File: src/rtl/match_monitor.sv
// match_monitor: rising-edge match detector with counters, gap timer,
// retriggerable stretch indicator and a sticky burst alarm FSM.
module match_monitor #(
  parameter int WINDOW  = 16,
  parameter int BURST   = 3,
  parameter int STRETCH = 8
) (
  input  logic       clk,
  input  logic       rst,
  input  logic       ena,
  input  logic       match_in,
  input  logic       clr,
  output logic       match_pulse,
  output logic [7:0] match_count,
  output logic [7:0] gap_cycles,
  output logic       gap_valid,
  output logic       stretch_out,
  output logic       burst_alarm,
  output logic [1:0] mon_state
);

  typedef enum logic [1:0] {
    IDLE  = 2'd0,
    ARMED = 2'd1,
    ALARM = 2'd2
  } state_t;

  localparam logic [7:0] WIN_INIT = 8'(WINDOW - 1);
  localparam logic [3:0] BURST_N  = 4'(BURST);
  localparam logic [7:0] STR_INIT = 8'(STRETCH);

  logic       prev_q;
  logic       rise;
  logic       hit;
  logic [7:0] gap_cnt;
  logic [7:0] str_cnt;
  logic [7:0] win_q;
  logic [7:0] win_d;
  logic [3:0] bc_q;
  logic [3:0] bc_d;
  state_t     state_q;
  state_t     state_d;

  // rise drives the pulse and stretch; hit (rise without clr) drives counters
  assign rise = ena & match_in & ~prev_q;
  assign hit  = rise & ~clr;

  assign stretch_out = (str_cnt != 8'd0);
  assign burst_alarm = (state_q == ALARM);
  assign mon_state   = state_q;

  // Prior-value register and registered one-cycle match pulse
  always_ff @(posedge clk or posedge rst) begin
    if (rst) begin
      prev_q      <= 1'b0;
      match_pulse <= 1'b0;
    end else begin
      match_pulse <= rise;
      if (ena) prev_q <= match_in;
    end
  end

  // Saturating match counter
  always_ff @(posedge clk or posedge rst) begin
    if (rst) begin
      match_count <= 8'd0;
    end else if (ena) begin
      if (clr)
        match_count <= 8'd0;
      else if (hit && match_count != 8'hff)
        match_count <= match_count + 8'd1;
    end
  end

  // Gap timer: zero means no match seen yet since reset/clr
  always_ff @(posedge clk or posedge rst) begin
    if (rst) begin
      gap_cnt    <= 8'd0;
      gap_cycles <= 8'd0;
      gap_valid  <= 1'b0;
    end else if (ena) begin
      if (clr) begin
        gap_cnt    <= 8'd0;
        gap_cycles <= 8'd0;
        gap_valid  <= 1'b0;
      end else if (hit) begin
        gap_cnt <= 8'd1;
        if (gap_cnt != 8'd0) begin
          gap_cycles <= gap_cnt;
          gap_valid  <= 1'b1;
        end
      end else if (gap_cnt != 8'd0 && gap_cnt != 8'hff) begin
        gap_cnt <= gap_cnt + 8'd1;
      end
    end
  end

  // Retriggerable stretch counter, unaffected by clr
  always_ff @(posedge clk or posedge rst) begin
    if (rst) begin
      str_cnt <= 8'd0;
    end else if (ena) begin
      if (rise)
        str_cnt <= STR_INIT;
      else if (str_cnt != 8'd0)
        str_cnt <= str_cnt - 8'd1;
    end
  end

  // Burst FSM state, window and burst counters
  always_ff @(posedge clk or posedge rst) begin
    if (rst) begin
      state_q <= IDLE;
      win_q   <= 8'd0;
      bc_q    <= 4'd0;
    end else begin
      state_q <= state_d;
      win_q   <= win_d;
      bc_q    <= bc_d;
    end
  end

  // Burst FSM next state; a match at window expiry still counts
  always_comb begin
    state_d = state_q;
    win_d   = win_q;
    bc_d    = bc_q;
    if (ena) begin
      if (clr) begin
        state_d = IDLE;
        win_d   = 8'd0;
        bc_d    = 4'd0;
      end else begin
        case (state_q)
          IDLE: begin
            if (hit) begin
              state_d = ARMED;
              win_d   = WIN_INIT;
              bc_d    = 4'd1;
            end
          end
          ARMED: begin
            if (hit) begin
              bc_d  = bc_q + 4'd1;
              win_d = (win_q != 8'd0) ? win_q - 8'd1 : 8'd0;
              if (bc_d == BURST_N) state_d = ALARM;
            end else if (win_q == 8'd0) begin
              state_d = IDLE;
              bc_d    = 4'd0;
            end else begin
              win_d = win_q - 8'd1;
            end
          end
          ALARM: begin
            state_d = ALARM;
          end
          default: begin
            state_d = IDLE;
          end
        endcase
      end
    end
  end

endmodule

File: config.mk
export PLATFORM = sky130hd
export DESIGN_NAME = match_monitor
export DESIGN_NICKNAME = d
export VERILOG_FILES = /design/src/rtl/match_monitor.sv
export SDC_FILE = /design/constraint.sdc
export NUM_CORES = 1
export LEC_CHECK = 0
export CAP_MARGIN = 20
export CORE_MARGIN = 8
export CORE_UTILIZATION = 25
export DETAILED_ROUTE_END_ITERATION = 8
export GPL_TIMING_DRIVEN = 0
export HOLD_SLACK_MARGIN = 0.12
export MAX_ROUTING_LAYER = met4
export PLACE_DENSITY = 0.5
export SYNTH_ARGS = -nofsm -noshare
export SYNTH_HDL_FRONTEND = slang
export SYNTH_SLANG_ARGS = --single-unit
File: constraint.sdc
create_clock -name clk -period 3.2 [get_ports clk]
set_clock_uncertainty 0.1 [all_clocks]
set_input_delay 0.96 -clock clk [delete_from_list [all_inputs] [get_ports clk]]
set_output_delay 0.96 -clock clk [all_outputs]
set_load 0.01 [all_outputs]
==> impl_metrics.py <==
metrics = {
    "die": {
        "start_util_pct": 25.16,
        "die_w_um": 122.3,
        "die_y_um": 122.3,
        "fp.coreArea_sq_mm": 0.01122,
        "io_pins": 27,
        "core.rowCount": 39,
        "die_area_sq_mm": 0.01495,
    },
    "synth": {
        "ys.flop_type": "dfrtp_1",
        "syn_nets": 296,
        "ys_seq_area_share_pct": 43.42,
        "yosysUniqueCellTypes": 68,
        "synth_edf_count": 0,
        "synthArstFlopShare_pct": 100.0,
        "synthCells": 283,
        "ys_ff_latch": 49,
        "syn_area_per_cell_sq_um": 9.979,
        "netlist_area_sq_mm": 0.002824,
        "ys_warn_count": 0,
    },
    "power_and_ir_drop": {
        "p_per_area_mw_per_mm2": 580.5,
        "pwr-share-seq_pct": 40.9,
        "p_int_w": 0.001324,
        "clockPowerShare_pct": 30.9,
        "switching_share_pct": 33.76,
        "power_w": 0.001999,
        "peakVddDrop_uv": 300.4,
        "p_sw_w": 0.0006748,
        "pwr-share-comb_pct": 28.2,
        "p_leak_nw": 1.404,
    },
    "clock_network": {
        "cts.htree.levels": 2,
        "clock_sinks": 49,
        "path_clk_slew_ns": 0.07,
        "numCtsBuffers": 5,
        "clk_latency_ns": 0.30,
        "clockBufferDepth": 2,
        "cts_tree": "yes",
        "cts-root-buf": "clkbuf_16",
        "cts_hold_buf": 0,
    },
    "global_route": {
        "grt_pass1_wl_um": 11590,
        "grt-ovfl-total": 0,
        "grt_use_met1_pct": 12.61,
        "grt_max_degree": 36,
        "grt.busiest_layer": "met2",
        "grt_usage_pct": 9.769,
        "grt_pass1_vias": 2286,
        "met2_usage_pct": 14.83,
        "antenna_found_initial": 0,
        "gr-usage-met3_pct": 2.070,
    },
    "worst_setup_path": {
        "cp-end-kind": "output port",
        "required_ns": 2.14,
        "worstPathArrival_ns": 2.08,
        "critPathLaunchType": "flop",
        "rrSetupSlack_ns": 0.84,
        "cp_max_fo": 7,
        "crit_type": "flop to output port",
        "rr_worst_depth": 7,
        "r2r-start": "win_q[0]",
        "worst_r2r_endpoint": "win_q[7]",
    },
    "layout": {
        "nets": 329,
        "layout_commonest_cell": "dfrtp_1",
        "area_delta_synth_final_pct": 21.93,
        "drive_gt1_share_pct": 11.36,
        "multiInputGateArea_sq_mm": 0.001471,
        "finalInstanceArea_sq_mm": 0.003443,
        "final_cell_mix": "49 x dfrtp_1, 23 x clkdlybuf4s50_1, 20 x nor2_1, 15 x inv_1, 14 x o21ai_0",
        "nFillCells": 1168,
        "regArea_sq_mm": 0.001226,
        "antenna_cells": 0,
    },
    "hold_path": {
        "hold_path_class": "flop to flop",
        "min_from": "gap_valid",
        "hold_depth": 1,
        "hold_end": "gap_valid",
    },
    "route": {
        "ant_nets": 0,
        "wl_per_cell_um": 14.89,
        "wirelength_um": 6850,
        "detail_route.vias_per_cell": 5.083,
        "drt_first_iter_violations": 162,
        "first_pass_iters": 4,
        "via_count": 2338,
        "drc": 0,
    },
    "sta": {
        "max-slew-margin-rel_pct": 37.31,
        "worstMarginPinSlew_ns": 0.9317,
        "setup_violations": 0,
        "hold_violations": 0,
        "period_share_pct": 98.01,
        "slew_viol_final": 0,
        "period_minus_slack_ns": 3.136,
        "rsz0062_at_grt": "no",
        "layout_setup_ws_ns": 0.06354,
        "max_freq_mhz": 318.8,
    },
    "placement": {
        "place_hpwl_um": 4987,
        "dpl_cell_area_sq_mm": 0.003263,
        "gp_congestion": 0.8038,
        "post-place-ws_ns": -0.1892,
        "portBuffers": 24,
    },
    "outcome": {
        "status": "complete, no violations",
    },
    "flow_run": {
        "cap_viol_max_count": 0,
    },
}
-- cells in the mapped netlist (2+ instances only) --
library cell / instances / area [sq um]
o31ai_1: 12 / 90.09
o32ai_1: 2 / 17.52
buf_6: 2 / 22.52
xnor2_1: 2 / 17.52
inv_1: 16 / 60.06
clkbuf_1: 6 / 22.52
or3_1: 6 / 37.54
a22o_1: 9 / 78.83
xor2_1: 2 / 17.52
a31oi_1: 8 / 50.05
o211ai_1: 2 / 15.01
mux2_2: 4 / 45.04
a21oi_1: 10 / 50.05
dfrtp_1: 49 / 1226
nand3_1: 11 / 55.05
a22o_2: 2 / 20.02
nor3b_1: 2 / 15.01
a41oi_1: 2 / 17.52
nor2_1: 20 / 75.07
nand3b_1: 3 / 22.52
a32o_1: 3 / 30.03
and4_1: 2 / 17.52
buf_2: 3 / 15.01
o2bb2ai_1: 2 / 17.52
ha_1: 8 / 100.1
nor2b_1: 2 / 12.51
a31o_2: 2 / 17.52
nand2_1: 10 / 37.54
and3_1: 5 / 31.28
nor4_1: 4 / 25.02
mux2i_1: 2 / 20.02
nand4_1: 2 / 12.51
or4_1: 7 / 52.55
o21ai_0: 14 / 70.07
nand2b_1: 6 / 37.54
o311a_1: 2 / 20.02
nor3_1: 8 / 40.04
-- routing by layer --
metal	share of wire [%]	routed length (um)	vias to the layer above
met5	0	0	-
met4	1.5	101	0
met3	4.7	324	10
met2	46	3136	47
met1	48	3288	1120
li1	-	-	1161
-- repair_timing --
item	4_1_cts	5_1_grt
pin swaps	0	0
resized for setup	1	1
gates cloned	0	0
setup buffers	0	0
endpoints found under the setup margin	1	1
-- worst max-delay path by stage --
stage               startpoint             to  slack (ns)  cells after the start
detailed placement    match_in       win_q[4]       -0.19                      5
finish              str_cnt[2]    stretch_out        0.06                      4
CTS                 str_cnt[2]    stretch_out        0.03                      4
floorplan           str_cnt[2]    stretch_out        0.67                      3
global route        str_cnt[2]    stretch_out       0.004                      4
global placement           rst  gap_cycles[4]       -0.19                      2
-- per-stage QoR --
step	cells	TNS (ns)	util, %	hold slack [ns]
final	460	0	30.68	0.3895
after global routing	460	0	30.68	0.4331
after CTS	459	0	30.59	0.3915
after detailed placement	451	-1.289	29.07	0.3739
after global placement	450	-10.32	28.90	0.3684
after floorplan	283	0	-	0.3927
-- final cells by class --
type	count	area share, %
clock buffers	5	3.634
plain buffers	12	1.962
flip-flops and latches	49	35.61
multi-input cells	205	42.73
repair buffers	26	7.667
clock inverters	3	1.344
inverters	17	1.853
well taps	143	5.196
-- sequential cells by signal, summed over array words and instances, names as in the netlist --
name	count
mon_state	2
prev_q	1
match_pulse	1
bc_q	4
gap_cycles	8
str_cnt	8
gap_valid	1
win_q	8
gap_cnt	8
match_count	8
-- power by group through the flow --
stage	Combinational, W	Sequential, W	Clock (W)
after floorplan	0.000427	0.000804	0
after global placement	0.000547	0.000824	0
after detailed placement	0.000563	0.000826	0
after CTS	0.000564	0.000816	0.000639
after global routing	0.000638	0.000834	0.000660
final	0.000564	0.000818	0.000618
-- cell families (layout without fill, tap and decap cells) --
family / Yosys count / in the layout / share of synthesized area [%]
xor+xnor: 4 / 4 / 1.241
flops: 49 / 49 / 43.42
buf+inv: 29 / 63 / 4.652
simple gates: 101 / 101 / 21.84
mux: 6 / 6 / 2.304
fa+ha+maj: 8 / 8 / 3.545
compound gates: 86 / 86 / 23.00
-- worst max-delay path: stages (launching register included) --
cell,delay (ns)
dfrtp_1,0.41
or4_1,0.51
buf_2,0.18
or3_4,0.38
dlygate4sd2_1,0.29
No activity file was read; power rests on OpenSTA's default activity.
